==> config.mk <==
export PLATFORM = sky130hd
export DESIGN_NAME = dest_rect_sequencer
export DESIGN_NICKNAME = d
export VERILOG_FILES = /design/src/rtl/dest_pkg.sv /design/src/rtl/dest_level_rom.sv /design/src/rtl/dest_rect_sequencer.sv
export SDC_FILE = /design/constraint.sdc
export NUM_CORES = 1
export LEC_CHECK = 0
export ABC_AREA = 0
export CORE_AREA = 8 8 62 64
export DETAILED_ROUTE_END_ITERATION = 7
export DIE_AREA = 0 0 70 72
export HOLD_SLACK_MARGIN = 0.12
export PLACE_DENSITY = 0.73
export SETUP_SLACK_MARGIN = 0.5
export SLEW_MARGIN = 20
export SYNTH_ARGS = -nofsm -noshare
export SYNTH_HDL_FRONTEND = slang
export SYNTH_SLANG_ARGS = --single-unit
==> constraint.sdc <==
create_clock -name clk -period 2.5 [get_ports clk]
set_clock_uncertainty 0.2 [all_clocks]
set_input_delay 0.375 -clock clk [delete_from_list [all_inputs] [get_ports clk]]
set_output_delay 0.375 -clock clk [all_outputs]
set_load 0.005 [all_outputs]
==> src/rtl/dest_pkg.sv <==
// Shared types and level table for the destination-rectangle sequencer.
package dest_pkg;

    localparam int DEF_POS_W   = 12;
    localparam int DEF_COLOR_W = 4;
    localparam int TABLE_DEPTH = 3;

    typedef enum logic [2:0] {
        ST_IDLE,
        ST_LOAD,
        ST_SHOW,
        ST_HIDE,
        ST_DONE
    } dest_state_t;

    // Per-level rectangle start position and colour, indexed by level.
    localparam logic [DEF_POS_W-1:0]   LVL_HPOS  [TABLE_DEPTH] = '{12'd100, 12'd400, 12'd620};
    localparam logic [DEF_POS_W-1:0]   LVL_VPOS  [TABLE_DEPTH] = '{12'd80,  12'd300, 12'd440};
    localparam logic [DEF_COLOR_W-1:0] LVL_COLOR [TABLE_DEPTH] = '{4'hA, 4'hC, 4'h5};

endpackage

==> src/rtl/dest_level_rom.sv <==
// Combinational level -> {hPos, vPos, colour} lookup from the package table.
// Levels beyond the table (or beyond NUM_LEVELS) read back as all zeros.
module dest_level_rom
    import dest_pkg::*;
#(
    parameter int NUM_LEVELS = 3,
    parameter int LVL_W      = 2,
    parameter int POS_W      = DEF_POS_W,
    parameter int COLOR_W    = DEF_COLOR_W
) (
    input  logic [LVL_W-1:0]   level,
    output logic [POS_W-1:0]   h_pos,
    output logic [POS_W-1:0]   v_pos,
    output logic [COLOR_W-1:0] color
);

    // Select the table entry whose index matches the requested level.
    always_comb begin
        h_pos = '0;
        v_pos = '0;
        color = '0;
        for (int i = 0; i < TABLE_DEPTH; i++) begin
            if (i < NUM_LEVELS && level == LVL_W'(i)) begin
                h_pos = POS_W'(LVL_HPOS[i]);
                v_pos = POS_W'(LVL_VPOS[i]);
                color = COLOR_W'(LVL_COLOR[i]);
            end
        end
    end

endmodule

==> src/rtl/dest_rect_sequencer.sv <==
// Steps the destination rectangle through the levels: shows it, hides it for
// a fixed gap after each completed level, then loads the next table entry.
module dest_rect_sequencer
    import dest_pkg::*;
#(
    parameter int NUM_LEVELS  = 3,
    parameter int POS_W       = DEF_POS_W,
    parameter int COLOR_W     = DEF_COLOR_W,
    parameter int HIDE_CYCLES = 4,
    localparam int LVL_W      = (NUM_LEVELS > 1) ? $clog2(NUM_LEVELS) : 1
) (
    input  logic               clk,
    input  logic               rst_n,
    input  logic               start,
    input  logic               level_complete,
    output logic [POS_W-1:0]   dest_hPos,
    output logic [POS_W-1:0]   dest_vPos,
    output logic [COLOR_W-1:0] dest_color,
    output logic               dest_visible,
    output logic [LVL_W-1:0]   level,
    output logic               level_adv,
    output logic               game_done
);

    localparam int               CNT_W     = (HIDE_CYCLES > 1) ? $clog2(HIDE_CYCLES) : 1;
    localparam logic [LVL_W-1:0] LAST_LVL  = LVL_W'(NUM_LEVELS - 1);
    localparam logic [CNT_W-1:0] HIDE_LOAD = CNT_W'(HIDE_CYCLES - 1);

    dest_state_t        state_reg,   state_next;
    logic [LVL_W-1:0]   level_reg,   level_next;
    logic [CNT_W-1:0]   hide_cnt_reg, hide_cnt_next;
    logic [POS_W-1:0]   hpos_reg,    hpos_next;
    logic [POS_W-1:0]   vpos_reg,    vpos_next;
    logic [COLOR_W-1:0] color_reg,   color_next;
    logic               visible_reg, visible_next;
    logic               adv_reg,     adv_next;
    logic               done_reg,    done_next;

    logic [POS_W-1:0]   rom_hpos;
    logic [POS_W-1:0]   rom_vpos;
    logic [COLOR_W-1:0] rom_color;

    dest_level_rom #(
        .NUM_LEVELS (NUM_LEVELS),
        .LVL_W      (LVL_W),
        .POS_W      (POS_W),
        .COLOR_W    (COLOR_W)
    ) u_rom (
        .level (level_reg),
        .h_pos (rom_hpos),
        .v_pos (rom_vpos),
        .color (rom_color)
    );

    // State, counters and every output are held in registers.
    always_ff @(posedge clk or negedge rst_n) begin
        if (!rst_n) begin
            state_reg    <= ST_IDLE;
            level_reg    <= '0;
            hide_cnt_reg <= '0;
            hpos_reg     <= '0;
            vpos_reg     <= '0;
            color_reg    <= '0;
            visible_reg  <= 1'b0;
            adv_reg      <= 1'b0;
            done_reg     <= 1'b0;
        end else begin
            state_reg    <= state_next;
            level_reg    <= level_next;
            hide_cnt_reg <= hide_cnt_next;
            hpos_reg     <= hpos_next;
            vpos_reg     <= vpos_next;
            color_reg    <= color_next;
            visible_reg  <= visible_next;
            adv_reg      <= adv_next;
            done_reg     <= done_next;
        end
    end

    // Next-state and next-output logic; visibility follows the state being entered.
    always_comb begin
        state_next    = state_reg;
        level_next    = level_reg;
        hide_cnt_next = hide_cnt_reg;
        hpos_next     = hpos_reg;
        vpos_next     = vpos_reg;
        color_next    = color_reg;
        adv_next      = 1'b0;
        done_next     = done_reg;

        case (state_reg)
            ST_IDLE: begin
                if (start) begin
                    state_next = ST_LOAD;
                    level_next = '0;
                end
            end
            ST_LOAD: begin
                hpos_next  = rom_hpos;
                vpos_next  = rom_vpos;
                color_next = rom_color;
                state_next = ST_SHOW;
            end
            ST_SHOW: begin
                // start is deliberately not looked at here, so a coincident
                // level_complete always wins.
                if (level_complete) begin
                    if (level_reg == LAST_LVL) begin
                        state_next = ST_DONE;
                        done_next  = 1'b1;
                    end else begin
                        state_next    = ST_HIDE;
                        level_next    = level_reg + 1'b1;
                        adv_next      = 1'b1;
                        hide_cnt_next = HIDE_LOAD;
                    end
                end
            end
            ST_HIDE: begin
                if (hide_cnt_reg == '0) begin
                    state_next = ST_LOAD;
                end else begin
                    hide_cnt_next = hide_cnt_reg - 1'b1;
                end
            end
            ST_DONE: begin
                if (start) begin
                    state_next = ST_LOAD;
                    level_next = '0;
                    done_next  = 1'b0;
                end
            end
            default: begin
                state_next = ST_IDLE;
            end
        endcase

        visible_next = (state_next == ST_SHOW);
    end

    assign dest_hPos    = hpos_reg;
    assign dest_vPos    = vpos_reg;
    assign dest_color   = color_reg;
    assign dest_visible = visible_reg;
    assign level        = level_reg;
    assign level_adv    = adv_reg;
    assign game_done    = done_reg;

endmodule

==> results.md, run 1 <==
* CTS root buf: clkbuf_4
* Layout cell share with drive strength beyond 1 at 0.121
* First-pass GRT wire length at 3000 um
* Routed vias at 607
* Mean area per synthesized cell at 10.5 um2
* IO buf count at 27
* Worst r2r path cells at 2
* H-Tree Depth at 1
* Cells after Synth at 93
* Diodes inserted at 0
* Grt met3 use at 0.0314
* F_max at 0.543 GHz
* Vias in the first global route at 665
* Worst-skew pair later-pin latency at 0.28 ns
* Post-DP Area at 1120 um2
* Post-detailed-routing wire length at 1770 um
* Clock share of power at 0.119
* Die height at 72 um
* Mapped Area at 975 um2
* Endpoint class of the critical path: output port
* Critical-path cell list: clkdlybuf4s50_1
* Max Cap Viol at 0
* Pwr/cell area at 1230 nW/um2
* Worst EP arrival at 1.27 ns
* Maximum root-to-sink buffer count at 2
* Comb power frac at 0.536
* Most Crowded Layer GR: met2
* CTS resizes at 0
* Chip Width at 70 um
* Startpoint Class: flip-flop
* I/O Pins at 37
* Dpl hpwl at 1420 um
* Starting Density at 0.336
* Clock slew at reported path FFs at 0.10 ns
* DR pass1 iterations at 4
* Worst R2R Setup Slack at 0.91 ns
* Slew headroom at 0.541
* Synth warn at 0
* Detailed Route Iter0 Violations at 49
* Post-CTS Setup Bufs at 0
* Register bit count reported by yosys at 16
* Pin count of the biggest net entering global routing at 17
* Worst stage delay on the critical path at 0.54 ns
* Critical Path RT at 1.92 ns
* Setup ws final at 0.658 ns
* Die area at 5040 um2
* TritonCTS clock tree: built
* Pleak at 0.536 nW
* Post-layout net count at 118
* Core Util, Final at 0.400
* CTS sink cnt at 16
* Final setup viols at 0
* Post-route antenna net violation count at 0
* CTS Buf Count at 3
* Hold Crit Class: input port to async pin
* Top delay family on crit path: buffers and inverters
* Setup WS pre-CTS at 0.729 ns
* Met1 global-route usage at 0.0684
* Critical path's slowest cell: clkdlybuf4s50_1
* Pint at 0.946 mW
* Yosys cell types at 24
* Area grow syn2layout at 19.1%
* Hold Buf Count CTS at 0
* Sequential area share after synthesis at 0.411
* Cell taking the most area after synthesis: dfrtp_1
* Slew of the pin with the lowest slew margin at 0.687 ns
* DR WL/cell at 12.6 um
* Largest register FFs at 4
* Core area at 2900 um2
* Switching Fraction at 0.338
* Minimum clock period at 1.84 ns
* Status: finished, final reports clean
* GPL Wtd Cong at 0.785
* Slew Limit Fails at 0
* Overflow after GRT at 0
* All-Layer GR Usage at 0.0711
* Final Hold Viols at 0
* Top cell type's share of synthesized area at 0.411
* Register share of total power at 0.345
* WS Path Type: flip-flop to output port
* Crit. path cell count at 1
* Non-Filler Cell Area, Final at 1160 um2
* CP max FO at 6
* Top cells by area, synth: dfrtp_1 (41%), buf_4 (18%), ha_1 (7.7%), mux2_2 (5.8%), nor2_1 (3.1%)
* Rows at 20
* Fin Setup TNS at 0 ns
* Initial antenna violation count at 0
* Vias per Instance at 4.34
* P_sw at 0.483 mW
* Fin crit share at 0.737
* RSZ-0062 raised after global routing: no
* Critical path buffers and inverters at 1
* DRC errors left at 0
* Worst vdd ir at 0.753 mV
* Met2 Use GR at 0.127
[stage by stage]
stage | std cells | hold slack, ns | power (mW)
final | 140 | 0.294 | 1.43
after global routing | 140 | 0.359 | 1.54
after CTS | 140 | 0.323 | 1.45
after detailed placement | 136 | 0.323 | 1.28
after global placement | 136 | 0.295 | 1.25
after floorplan | 101 | -0.121 | 0.994
[per-layer routing]
| layer | routed length (um) | part of all wire | up-vias |
|---|---|---|---|
| met2 | 886 | 0.50 | 21 |
| met5 | 0 | 0 | - |
| li1 | - | - | 304 |
| met1 | 713 | 0.40 | 278 |
| met3 | 146 | 0.083 | 4 |
| met4 | 23 | 0.013 | 0 |
[power by group through the flow]
stage	Combinational, mW	Sequential, mW	Clock [mW]
after floorplan	0.531	0.463	0
final	0.766	0.493	0.170
after detailed placement	0.778	0.500	0
after global placement	0.757	0.494	0
after CTS	0.780	0.495	0.178
after global routing	0.837	0.521	0.185
[cells by family (layout without fill, tap and decap cells)]
| family | Yosys count | after routing | synth area share |
|---|---|---|---|
| AOI/OAI and AO/OA | 12 | 12 | 0.0796 |
| adders and majority gates | 6 | 6 | 0.0770 |
| buffers and inverters | 31 | 37 | 0.220 |
| DFF | 16 | 16 | 0.411 |
| muxes | 7 | 7 | 0.0783 |
| other | 1 | 9 | 0.00385 |
| and+or+nand+nor | 20 | 20 | 0.131 |
[cells in the mapped netlist]
cell,number
conb_1,1
inv_1,6
nand2b_4,1
buf_4,24
nor2b_1,1
and4bb_2,2
a31oi_1,2
mux2i_1,2
or3b_1,1
o311a_1,1
o211ai_1,1
dfrtp_1,16
nor3b_4,1
o21ai_0,2
a21oi_1,3
nand2_1,5
a22oi_1,1
o21a_1,1
nor2_1,8
mux2_2,5
buf_6,1
and2_1,1
a21boi_0,1
ha_1,6
[cells in the final DEF, fill, tap and decap left out, types with 2 or more instances in the layout]
cell | Yosys | layout
and4bb_2 | 2 | 2
ha_1 | 6 | 6
nor2_1 | 8 | 8
a21oi_1 | 3 | 3
conb_1 | 1 | 9
dfrtp_1 | 16 | 16
mux2i_1 | 2 | 2
o21ai_0 | 2 | 2
mux2_2 | 5 | 5
a31oi_1 | 2 | 2
nand2_1 | 5 | 5
clkbuf_4 | 0 | 3
inv_1 | 6 | 6
clkdlybuf4s50_1 | 0 | 27
[area by class of cell]
| type | count | area (um2) |
|---|---|---|
| clock buffers | 4 | 36.3 |
| fillers | 285 | 1740 |
| inverters | 6 | 22.5 |
| multi-input cells | 54 | 390 |
| flip-flops and latches | 16 | 400 |
| well taps | 33 | 41.3 |
| repair buffers | 27 | 270 |
[final timing paths]
kind                            endpoint     startpoint
min in group clk           dest_color[1]  dest_color[1]
min                            level_adv          rst_n
max in group asynchronous       level[0]          rst_n
max reg2reg                dest_color[3]   state_reg[2]
min reg2reg                dest_color[1]  dest_color[1]
max                             level[0]       level[0]
Note: power is estimated with default switching activity, not from simulation.
==> run 2: changes to the inputs <==
- PLACE_DENSITY: 0.73 -> 0.75
- clock period: 2.5 -> 1.5 ns (I/O delays scaled with it)
==> run 2 against run 1 <==
  * Clock-buffer cell count unchanged
  * Design area up 31%
  * Core utilization up 12 points
  * Critical endpoint is now level[0]
  * Largest power group unchanged
  * Setup slack worse by 0.64 ns
  * Wire length up 42%
  * Via count up 26%
  * Non-clock buffer count up 33
  * Global-route usage up 2.4 points
  * Highest routed layer unchanged
==> results.md, run 2 (same netlist as run 1, synthesis figures left out) <==
* Status: finished, final reports clean
* Setup ws final at 0.0198 ns
* Initial antenna violation count at 0
* DRC errors left at 0
* Critical path's slowest cell: dfrtp_1
* IO buf count at 27
* Maximum root-to-sink buffer count at 2
* Minimum clock period at 1.48 ns
* Starting Density at 0.336
* Dpl hpwl at 1560 um
* FF/Latch Area at 403 um2
* H-Tree Depth at 1
* Non-Filler Cell Area, Final at 1520 um2
* Pwr/cell area at 2130 nW/um2
* Core area at 2900 um2
* Layout cell share with drive strength beyond 1 at 0.650
* Worst EP arrival at 1.48 ns
* Worst-skew pair later-pin latency at 0.29 ns
* Slew Limit Fails at 0
* RSZ-0062 raised after global routing: yes
* Vias per Instance at 4.43
* CTS root buf: clkbuf_4
* DR WL/cell at 14.5 um
* Critical-path cell list: buf_6 > and4bb_4 > nand2b_4 > mux2i_1
* Final Hold Viols at 0
* Final setup viols at 0
* Pleak at 0.753 nW
* Clock slew at reported path FFs at 0.10 ns
* F_max at 0.676 GHz
* I/O Pins at 37
* TritonCTS clock tree: built
* Area of the multi-input gates at 502 um2
* Post-route antenna net violation count at 0
* Hold WS at 0.0516 ns
* Worst stage delay on the critical path at 0.41 ns
* Endpoint class of the critical path: flip-flop
* CTS Buf Count at 3
* Vias in the first global route at 799
* Startpoint Class: flip-flop
* Largest register FFs at 4
* Overflow after GRT at 0
* Worst vdd ir at 1.27 mV
* Diodes inserted at 0
* Rows at 20
* Fin Setup TNS at 0 ns
* Most common cell after layout, fill and taps aside: buf_6
* Most frequent cells in the layout: buf_6 (23), buf_4 (18), buf_2 (15)
* First-pass GRT wire length at 3860 um
* Setup WS pre-CTS at -0.0604 ns
* Post-layout net count at 151
* All-Layer GR Usage at 0.0949
* Critical Path RT at 1.50 ns
* Routed vias at 766
* Post-DP Area at 1220 um2
* GPL Wtd Cong at 0.765
* Max Cap Viol at 0
* Hold Crit Class: input port to async pin
* DR pass1 iterations at 4
* Post-Layout Cell Count at 173
* CP max FO at 5
* Detailed Route Iter0 Violations at 20
* Core Util, Final at 0.523
* Die height at 72 um
* CTS sink cnt at 16
* Placed cells at 144
* Overall Power at 3.23 mW
* WS Path Type: flip-flop to flip-flop
* Post-detailed-routing wire length at 2510 um
* # fillers at 248
* Area grow syn2layout at 55.8%
* Pin count of the biggest net entering global routing at 17
* Fin crit share at 0.987
* Die area at 5040 um2
* Chip Width at 70 um
-- run 2: cell count changes in the layout (fill, tap and decap cells not counted), sizes merged --
cell | previous run | this run
buf | 0 | 56
clkbuf | 4 | 5
clkdlybuf4s50 | 27 | 3
-- run 2: what timing repair did --
item	in CTS	in global routing
setup buffers	17	8
hold endpoints to repair	16	16
resized for setup	130	15
pin swaps	8	7
cloned	0	0
endpoints found under the setup margin	40	40
-- run 2: final cells by class --
type                            count  area share
Sequential cell                    16       0.265
Clock buffer                        4      0.0239
Tap cell                           33      0.0272
Timing Repair Buffer               60       0.332
Multi-Input combinational cell     54       0.330
Inverter                            6      0.0214
-- run 2: path summary, 6_finish.rpt --
kind | startpoint | end | slack, ns | depth (start not counted)
setup / recovery | state_reg[0] | level[0] | 0.02 | 4
hold / removal | rst_n | dest_hPos[6] | 0.05 | 2
setup reg to reg | state_reg[0] | level[0] | 0.02 | 4
hold reg to reg | dest_color[2] | dest_color[2] | 0.39 | 1
max in group asynchronous | rst_n | state_reg[2] | 0.85 | 2
min in group clk | dest_color[2] | dest_color[2] | 0.39 | 1
-- run 2: routing by layer --
metal	routed length [um]	global-route usage
met3	194	0.0368
met4	18	0.0357
met5	0	0
met2	1350	0.178
met1	955	0.0919
-- run 2: report_power, final --
| group | switching [mW] | leakage (nW) | internal, mW |
|---|---|---|---|
| sequential | 0.146 | 0.188 | 0.628 |
| clock | 0.139 | 0.0210 | 0.148 |
| combinational | 0.867 | 0.544 | 1.31 |
| total | 1.15 | 0.753 | 2.08 |
-- run 2: worst max-delay path: cells and delay by family, from the launching register on --
family / cells / cell delay, ns
AND/OR/NAND/NOR: 2 / 0.47
flip-flops: 1 / 0.41
multiplexers: 1 / 0.18
buffers and inverters: 1 / 0.13
